==> src/rtl/cdb_arbiter.sv <==
// -----------------------------------------------------------------------------
// cdb_arbiter
//   Common-data-bus arbiter. Merges N_CH result producers (ALU, LSB, MUL/DIV...)
//   onto one registered broadcast bus for ROB/RS/LSB/RF. Each channel has its
//   own FIFO, and grants rotate round-robin starting at rr_ptr. A branch
//   mispredict (br_flag) flushes every buffered result.
//
//   Optional feature macro: CDB_ARB_BYPASS_EN
//     defined   : an empty channel with a valid input is eligible in the same
//                 cycle. If it is granted, the input goes straight to the
//                 output registers (1-cycle latency). If it is not granted, the
//                 input is pushed into the FIFO as usual.
//     undefined : every result passes through its FIFO (minimum latency 2).
//
// Ports
//   clk, rst        clock, asynchronous active-low reset
//   en              ready; low freezes all state and ignores src_en_i
//   br_flag         mispredict flush (priority over push and pop)
//   src_en_i        per-channel result valid
//   src_q_i         per-channel ROB tag (channel k at [k*ROB_W +: ROB_W])
//   src_v_i         per-channel result value
//   src_cbr_i       per-channel branch-taken flag
//   src_cbt_i       per-channel branch target
//   src_full_o      per-channel backpressure (count >= FIFO_DEP-1), combinational
//   cdb_en_o        broadcast valid
//   cdb_q_o/v_o/cbr_o/cbt_o  broadcast payload
//   cdb_ch_o        granted channel index (debug)
//   ovf_o           sticky: a push hit a full FIFO
// -----------------------------------------------------------------------------
module cdb_arbiter #(
  parameter int N_CH     = 2,
  parameter int FIFO_DEP = 4,
  parameter int ROB_W    = 4,
  parameter int DAT_W    = 32,
  localparam int CH_W    = (N_CH > 1) ? $clog2(N_CH) : 1
) (
  input  logic                    clk,
  input  logic                    rst,
  input  logic                    en,
  input  logic                    br_flag,
  input  logic [N_CH-1:0]         src_en_i,
  input  logic [N_CH*ROB_W-1:0]   src_q_i,
  input  logic [N_CH*DAT_W-1:0]   src_v_i,
  input  logic [N_CH-1:0]         src_cbr_i,
  input  logic [N_CH*DAT_W-1:0]   src_cbt_i,
  output logic [N_CH-1:0]         src_full_o,
  output logic                    cdb_en_o,
  output logic [ROB_W-1:0]        cdb_q_o,
  output logic [DAT_W-1:0]        cdb_v_o,
  output logic                    cdb_cbr_o,
  output logic [DAT_W-1:0]        cdb_cbt_o,
  output logic [CH_W-1:0]         cdb_ch_o,
  output logic                    ovf_o
);

  localparam int PTR_W = $clog2(FIFO_DEP);
  localparam int CNT_W = PTR_W + 1;

  typedef struct packed {
    logic [ROB_W-1:0] q;
    logic [DAT_W-1:0] v;
    logic             cbr;
    logic [DAT_W-1:0] cbt;
  } entry_t;

  entry_t            mem    [N_CH][FIFO_DEP];
  logic [PTR_W-1:0]  wr_ptr [N_CH];
  logic [PTR_W-1:0]  rd_ptr [N_CH];
  logic [CNT_W-1:0]  count  [N_CH];
  logic [CH_W-1:0]   rr_ptr;

  entry_t            src_ent [N_CH];
  logic [N_CH-1:0]   byp_ok;
  logic [N_CH-1:0]   eligible;
  logic [N_CH-1:0]   push;
  logic [N_CH-1:0]   pop;
  logic [N_CH-1:0]   wr_acc;
  logic [N_CH-1:0]   drop;
  logic              gnt_vld;
  logic [CH_W-1:0]   gnt_ch;
  logic [CH_W-1:0]   rr_nxt;
  entry_t            gnt_ent;
  logic              advance;

  // State only moves when enabled and not flushing.
  assign advance = en && !br_flag;

  // Unpack the flat input buses and derive per-channel eligibility.
  always_comb begin
    for (int k = 0; k < N_CH; k++) begin
      src_ent[k].q   = src_q_i[k*ROB_W +: ROB_W];
      src_ent[k].v   = src_v_i[k*DAT_W +: DAT_W];
      src_ent[k].cbr = src_cbr_i[k];
      src_ent[k].cbt = src_cbt_i[k*DAT_W +: DAT_W];
`ifdef CDB_ARB_BYPASS_EN
      byp_ok[k]      = (count[k] == '0) && src_en_i[k];
`else
      byp_ok[k]      = 1'b0;
`endif
      eligible[k]    = (count[k] != '0) || byp_ok[k];
      src_full_o[k]  = count[k] >= CNT_W'(FIFO_DEP - 1);
    end
  end

  // Round-robin search: first eligible channel at rr_ptr, rr_ptr+1, ... mod N_CH.
  always_comb begin
    int idx;
    gnt_vld = 1'b0;
    gnt_ch  = '0;
    idx     = 0;
    for (int i = 0; i < N_CH; i++) begin
      idx = int'(rr_ptr) + i;
      if (idx >= N_CH) idx = idx - N_CH;
      if (!gnt_vld && eligible[idx]) begin
        gnt_vld = 1'b1;
        gnt_ch  = CH_W'(idx);
      end
    end
    rr_nxt = (int'(gnt_ch) == N_CH - 1) ? '0 : gnt_ch + CH_W'(1);
  end

  // Per-channel push/pop decisions. A bypass-granted input never enters the
  // FIFO. A push into a FIFO holding FIFO_DEP entries is dropped even if the
  // same FIFO is popped this cycle.
  always_comb begin
    for (int k = 0; k < N_CH; k++) begin
      push[k]   = src_en_i[k] && !(gnt_vld && int'(gnt_ch) == k && byp_ok[k]);
      pop[k]    = advance && gnt_vld && int'(gnt_ch) == k && (count[k] != '0);
      drop[k]   = advance && push[k] && (count[k] == CNT_W'(FIFO_DEP));
      wr_acc[k] = advance && push[k] && (count[k] != CNT_W'(FIFO_DEP));
    end
    gnt_ent = byp_ok[gnt_ch] ? src_ent[gnt_ch] : mem[gnt_ch][rd_ptr[gnt_ch]];
  end

  // NOTE: FIFO storage is deliberately left out of reset; the counts alone
  // define validity, so stale payload is never observed.
  always_ff @(posedge clk) begin
    for (int k = 0; k < N_CH; k++) begin
      if (wr_acc[k]) mem[k][wr_ptr[k]] <= src_ent[k];
    end
  end

  // NOTE: all state below uses non-blocking assignments so every register
  // samples the pre-edge values computed by the combinational blocks above.
  always_ff @(posedge clk or negedge rst) begin
    if (!rst) begin
      for (int k = 0; k < N_CH; k++) begin
        wr_ptr[k] <= '0;
        rd_ptr[k] <= '0;
        count[k]  <= '0;
      end
      rr_ptr    <= '0;
      cdb_en_o  <= 1'b0;
      cdb_q_o   <= '0;
      cdb_v_o   <= '0;
      cdb_cbr_o <= 1'b0;
      cdb_cbt_o <= '0;
      cdb_ch_o  <= '0;
      ovf_o     <= 1'b0;
    end else if (en) begin
      if (br_flag) begin
        // Flush: drop buffered and same-cycle results, restart rotation at 0.
        for (int k = 0; k < N_CH; k++) begin
          wr_ptr[k] <= '0;
          rd_ptr[k] <= '0;
          count[k]  <= '0;
        end
        rr_ptr   <= '0;
        cdb_en_o <= 1'b0;
      end else begin
        for (int k = 0; k < N_CH; k++) begin
          if (wr_acc[k]) wr_ptr[k] <= wr_ptr[k] + PTR_W'(1);
          if (pop[k])    rd_ptr[k] <= rd_ptr[k] + PTR_W'(1);
          count[k] <= count[k] + CNT_W'(wr_acc[k]) - CNT_W'(pop[k]);
        end
        if (|drop) ovf_o <= 1'b1;
        if (gnt_vld) begin
          cdb_en_o  <= 1'b1;
          cdb_q_o   <= gnt_ent.q;
          cdb_v_o   <= gnt_ent.v;
          cdb_cbr_o <= gnt_ent.cbr;
          cdb_cbt_o <= gnt_ent.cbt;
          cdb_ch_o  <= gnt_ch;
          rr_ptr    <= rr_nxt;
        end else begin
          cdb_en_o  <= 1'b0;
        end
      end
    end
  end

endmodule

==> config.mk <==
export PLATFORM = sky130hd
export DESIGN_NAME = cdb_arbiter
export DESIGN_NICKNAME = d
export VERILOG_FILES = /design/src/rtl/cdb_arbiter.sv
export SDC_FILE = /design/constraint.sdc
export NUM_CORES = 1
export LEC_CHECK = 0
export ABC_AREA = 1
export CAP_MARGIN = 20
export CORE_UTILIZATION = 40
export DETAILED_ROUTE_END_ITERATION = 7
export SYNTH_ARGS = -nofsm -noshare
export SYNTH_HDL_FRONTEND = slang
export SYNTH_SLANG_ARGS = --single-unit
export TNS_END_PERCENT = 20
==> constraint.sdc <==
create_clock -name clk -period 4.4 [get_ports clk]
set_clock_uncertainty 0.15 [all_clocks]
set_input_delay 0.44 -clock clk [delete_from_list [all_inputs] [get_ports clk]]
set_output_delay 0.44 -clock clk [all_outputs]
set_load 0.005 [all_outputs]
==> After elaboration in Yosys (flattened, before gate mapping) <==
Memories as Yosys holds them, arrays and structs flattened.
Cells that the tools add are included.
{ "totals": {"register_bits": 87, "ramBits": 552, "inputBits": 144, "out_inout_bits": 74, "elab_cells": 125, "memories": 1} }
{ "memory_table": {"columns": ["name", "words", "width", "rd", "rd_clocked_by_memory_dff", "write_ports", "line_no", "rtl"], "rows": [
  ["mem", 2, 276, 1, 0, 2, "66", "entry_t mem [N_CH][FIFO_DEP];"]
]} }
{ "classes": {"addsub": 12, "n_lt_le_gt_ge": 13, "n_eq_ne": 4, "mux": 43, "n_bitwise": 6, "reduce_logical": 32} }
{ "op_table": {"columns": ["op", "count"], "rows": [
  ["2-to-1 mux 276 bit", 2],
  ["2-to-1 mux 69 bit", 8],
  ["demux 69 bit (select 2 bit)", 2],
  ["binary-select mux 69 bit (select 2 bit)", 1],
  ["less-than comparator 32 x 3 -> 1 bit, second input constant", 2],
  ["2-to-1 mux 32 bit", 2],
  ["2-to-1 mux 1 bit", 18],
  ["logical AND 1 bit", 15],
  ["2-to-1 mux 2 bit", 7],
  ["AND reduction 2 bit", 5],
  ["nonzero test 2 bit", 5],
  ["greater-or-equal comparator 3 bit, second input constant", 3],
  ["inverter 2 -> 3 bit", 3],
  ["adder 2 x 1 -> 2 bit, second input constant", 4],
  ["2-to-1 mux 4 bit", 2],
  ["adder 3 x 1 -> 3 bit", 2],
  ["equality test 3 bit, second input constant", 2],
  ["greater-or-equal comparator 3 x 2 -> 1 bit, second input constant", 2],
  ["less-than comparator 3 x 1 -> 1 bit, second input constant", 2],
  ["2-to-1 mux 6 bit", 1],
  ["inequality test 3 bit, second input constant", 2],
  ["AND reduction 3 bit", 2],
  ["nonzero test 3 bit", 2],
  ["subtractor 3 x 1 -> 3 bit", 2],
  ["11 further kinds", 14]
]} }

==> Longest topological paths before layout <==
{ "logic_depth": {"ltp_word": 18, "depth_mapped": 17} }

==> Least setup slack after synthesis <==
No wires, ideal clock.
{ "synth_path": {"path_kind": "input to register", "startpoint": "input port br_flag", "endpoint": "memory mem[0][0] in the netlist's numbering (enable)", "setup_time_ps": 497, "arrival_ps": 3883, "required_ps": 3753, "slack_ps": -130, "cell_stages": 5, "path_buffers": 0, "cell_sequence": "inv_1 -> nand2_1 -> inv_1 -> nand3_1 -> nor2_1"} }
{ "synth_lines": {"columns": ["element", "line_no", "rtl"], "rows": [
  ["start: declaration", "40", "input logic br_flag,"],
  ["end: declaration", "66", null]
]} }

==> Final worst setup path <==
{ "layout_path": {"startpoint": "register count[4] in the netlist's numbering", "endpoint": "register cdb_cbt_o[11]"} }
{ "layout_via": {"elab_chain_cells": 17, "elab_cells_between_ends": 27, "cone_classes": "mux (20); bitwise (2); reduce/logical (4); memory (1)"} }
{ "layout_rtl": {"columns": ["element", "line_no", "rtl"], "rows": [
  ["start: declaration", "69", "logic [CNT_W-1:0] count [N_CH];"],
  ["start signal: indexed assignment", "174", "count[k] <= count[k] + CNT_W'(wr_acc[k]) - CNT_W'(pop[k]);"],
  ["nonzero test 3 bit *", "100", "eligible[k] = (count[k] != '0) || byp_ok[k];"],
  ["2-to-1 mux 1 bit (implied by the code) (3 in series)", "114", "if (!gnt_vld && eligible[idx]) begin"],
  ["2-to-1 mux 1 bit", "114", null],
  ["logical NOT 1 bit", "114", null],
  ["logical AND 1 bit", "114", null],
  ["2-to-1 mux 1 bit", "114", null],
  ["inverter 1 -> 2 bit (implied by the code)", "132", "gnt_ent = byp_ok[gnt_ch] ? src_ent[gnt_ch] : mem[gnt_ch][rd_ptr[gnt_ch]];"],
  ["2-to-1 mux 2 bit (implied by the code) (3 in series)", "132", null],
  ["inverter 2 -> 3 bit (implied by the code)", "132", null],
  ["binary-select mux 69 bit (select 2 bit)", "132", null],
  ["2-to-1 mux 69 bit (implied by the code) (2 in series)", "132", null],
  ["2-to-1 mux 69 bit", "132", null],
  ["end signal: assignment", "182", "cdb_cbt_o <= gnt_ent.cbt;"],
  ["end: declaration", "51", "output logic [DAT_W-1:0] cdb_cbt_o,"]
]} }
Every way passes the cells marked *; elsewhere a longest branch is shown, timed or not. The select of a mux whose other input is x is not followed.
A chain may end at the register's enable or synchronous reset.

==> metrics.txt <==
global-route wire length before repair=108000 um; failing checks=design-rule violations; highest cell delay on the worst timing path=0.72 ns; crit-path most repeated cell=nand2_1; RSZ-0062 raised after global routing=no; crit-path cells=nor2_2, nand2_2, nand2_8, nand2_8, buf_4, buf_4, nand2_1, nand2_1, nand2_1, nand2_1, nand2_1, nand2_1, nand2_1, nand2_1; post-CTS sizing=0; HP Class=reg2reg; CP Max Fanout=77; final setup vio count=0; Max-cap violations=0; Final GP Congestion=0.796; ys flop type=edfxtp_1; Final Cycle Share=0.815; core area=0.0660 sq mm; reg2reg end=cdb_cbt_o[11]; Die Area=0.0680 sq mm; Final Hold Fails=0; Post-DP HPWL=39900 um; Overflow after GRT=0; Setup TNS Final=0 ns; vias in the first global route=17900; Reg2Reg Setup Slack=0.82 ns; hold path endpoint=cdb_q_o[1]; fraction of registers with async set/reset=0.136; Mapped Area=0.0268 sq mm; Pwr Density=667 mW/mm^2; Wirelength per Cell=19.7 um; Placed Instances=3546; hold buffer count at cts=1; beginning of the worst register-to-register path=count[4]; Post-route DRC=20; most numerous cell in the Yosys netlist=nand2_1; crit path DAT=3.97 ns; CTS max path bufs=3; max_slew headroom=0.303; synth unique cells=27; Post-synth EDFFs=552; DR pass1 iterations=7; via density per instance=5.08; Syn Inst Count=2575; yosys warns=0; pin count of the biggest net entering global routing=189; Via Count=18700; Crit path required time=4.79 ns; sequential fraction of the synthesis area=0.700; Worst setup EP type=register; Worst path slowest cell=buf_4; Hold Path Origin=cdb_q_o[1]; clock sinks=639; Crit Path Class=reg2reg; Max Clock Freq=0.279 GHz; initial core utilization=0.406; IO Count=218; peak supply drop=459 uV; CTS tree=yes; H-tree depth=3; cts bufs inserted=68; ANT nets after route=0; max-slew violation count=0; Avg Inst Size Synth=10.4 sq um; dominant cell type by area after synthesis=edfxtp_1; Util after Layout=0.487; # Post-CTS Setup Buffers=0; Area growth syn-to-layout=19.9%; DR iter-0 viols=1399; Synth top area share=0.619; hold depth=2; initial antenna violation count=6; number of buffers added on ports=217; layout cells sized above 1=0.0556; # nets final=2913; worst slew pin tran=1.05 ns; die height=261 um; post-layout min period=3.58 ns; Worst-Skew Late Latency=0.60 ns; Critical Path Start Type=register; Clock transition at path regs=0.06 ns; Root Buffer=clkbuf_16; final WL=72300 um; Lkg Pwr=13.4 nW; Synth Net Count=2735; run status=finished, violations left; Synth top cells by count=nand2_1, edfxtp_1, nand3_1; GRT Util Overall=0.213; synth top area cells=edfxtp_1, nand2_1, dfrtp_1; R2R depth=14; Core Rows=94; Die Width=261 um; final non-filler cell total=3672; number of synthesized register bits=639
-- area by class of cell --
type	instances	area (sq um)
clock buffer	89	1840
tap	864	1080
fill	5793	33900
sequential	639	18800
inverter	34	130
timing repair buffer	259	2660
clock inverter	32	358
multi-input combinational	1751	7280
antenna	4	10.0
-- cell usage in the layout, fill, tap and decap left out, drive strengths merged --
cell and count:
nor2 11, o22ai 1, nand3 288, nor3 2
xor2 1, bufinv 8, clkbuf 89, buf 42
diode 4, dfrtp 87, edfxtp 552, a22o 1
nand2 1405, a31oi 1, fa 2, clkdlybuf4s50 216
clkinv 24, o21a 1, ha 14, inv 34
o21ai 18, dlygate4sd3 1, a21oi 6
-- routing by layer --
| metal | GRT usage | part of all wire | routed length, um | vias up |
|---|---|---|---|---|
| met5 | 0 | 0.00053 | 38 | - |
| met4 | 0.0749 | 0.025 | 1840 | 6 |
| met3 | 0.0358 | 0.071 | 5140 | 124 |
| met2 | 0.345 | 0.47 | 34100 | 661 |
| met1 | 0.290 | 0.43 | 31100 | 8994 |
| li1 | - | - | - | 8876 |
-- cell families after synthesis --
kind of cell	after synthesis	share of synthesized area
simple gates	1706	0.253
flops	639	0.700
buf+inv	185	0.0327
compound gates	28	0.00570
fa+ha+maj	16	0.00803
xor+xnor	1	0.000327
-- state kept, by name, summed over array words and instances, names as in the netlist --
signal     count
cdb_cbr_o      1
cdb_cbt_o     32
cdb_ch_o       1
cdb_en_o       1
cdb_q_o        4
cdb_v_o       32
count          6
mem          552
ovf_o          1
rd_ptr         4
rr_ptr         1
wr_ptr         4
-- power breakdown --
part | switching [mW] | total [mW] | internal, mW
sequential | 0.344 | 7.43 | 7.08
combinational | 5.63 | 8.30 | 2.67
clock | 2.28 | 5.69 | 3.41
-- per-stage QoR --
step	instance area, sq um	setup WS (ns)	hold slack (ns)	power, mW
6_report	32100	0.816	0.328	21.4
5_1_grt	32100	0.515	0.323	22.8
4_1_cts	32100	0.831	0.296	21.6
3_5_place_dp	29900	0.833	0.315	15.9
3_3_place_gp	29900	0.926	0.316	15.7
2_1_floorplan	26800	-0.130	-0.00559	13.2
-- worst max-delay path by stage --
stage	from	slack, ns	cells after the start	end
2_1_floorplan	br_flag	-0.13	5	mem[0][0]
4_1_cts	count[4]	0.83	14	cdb_cbt_o[5]
6_report	count[4]	0.82	14	cdb_cbt_o[11]
3_3_place_gp	count[4]	0.93	14	cdb_cbt_o[5]
5_1_grt	count[1]	0.51	14	count[5]
3_5_place_dp	count[4]	0.83	14	cdb_cbt_o[5]
-- worst max-delay path: cells and delay by family, from the launching register on --
| kind | cells | cell delay (ns) |
|---|---|---|
| DFF | 1 | 0.44 |
| and+or+nand+nor | 12 | 1.55 |
| buffers and inverters | 2 | 1.28 |
(Power assumes the default switching activity.)
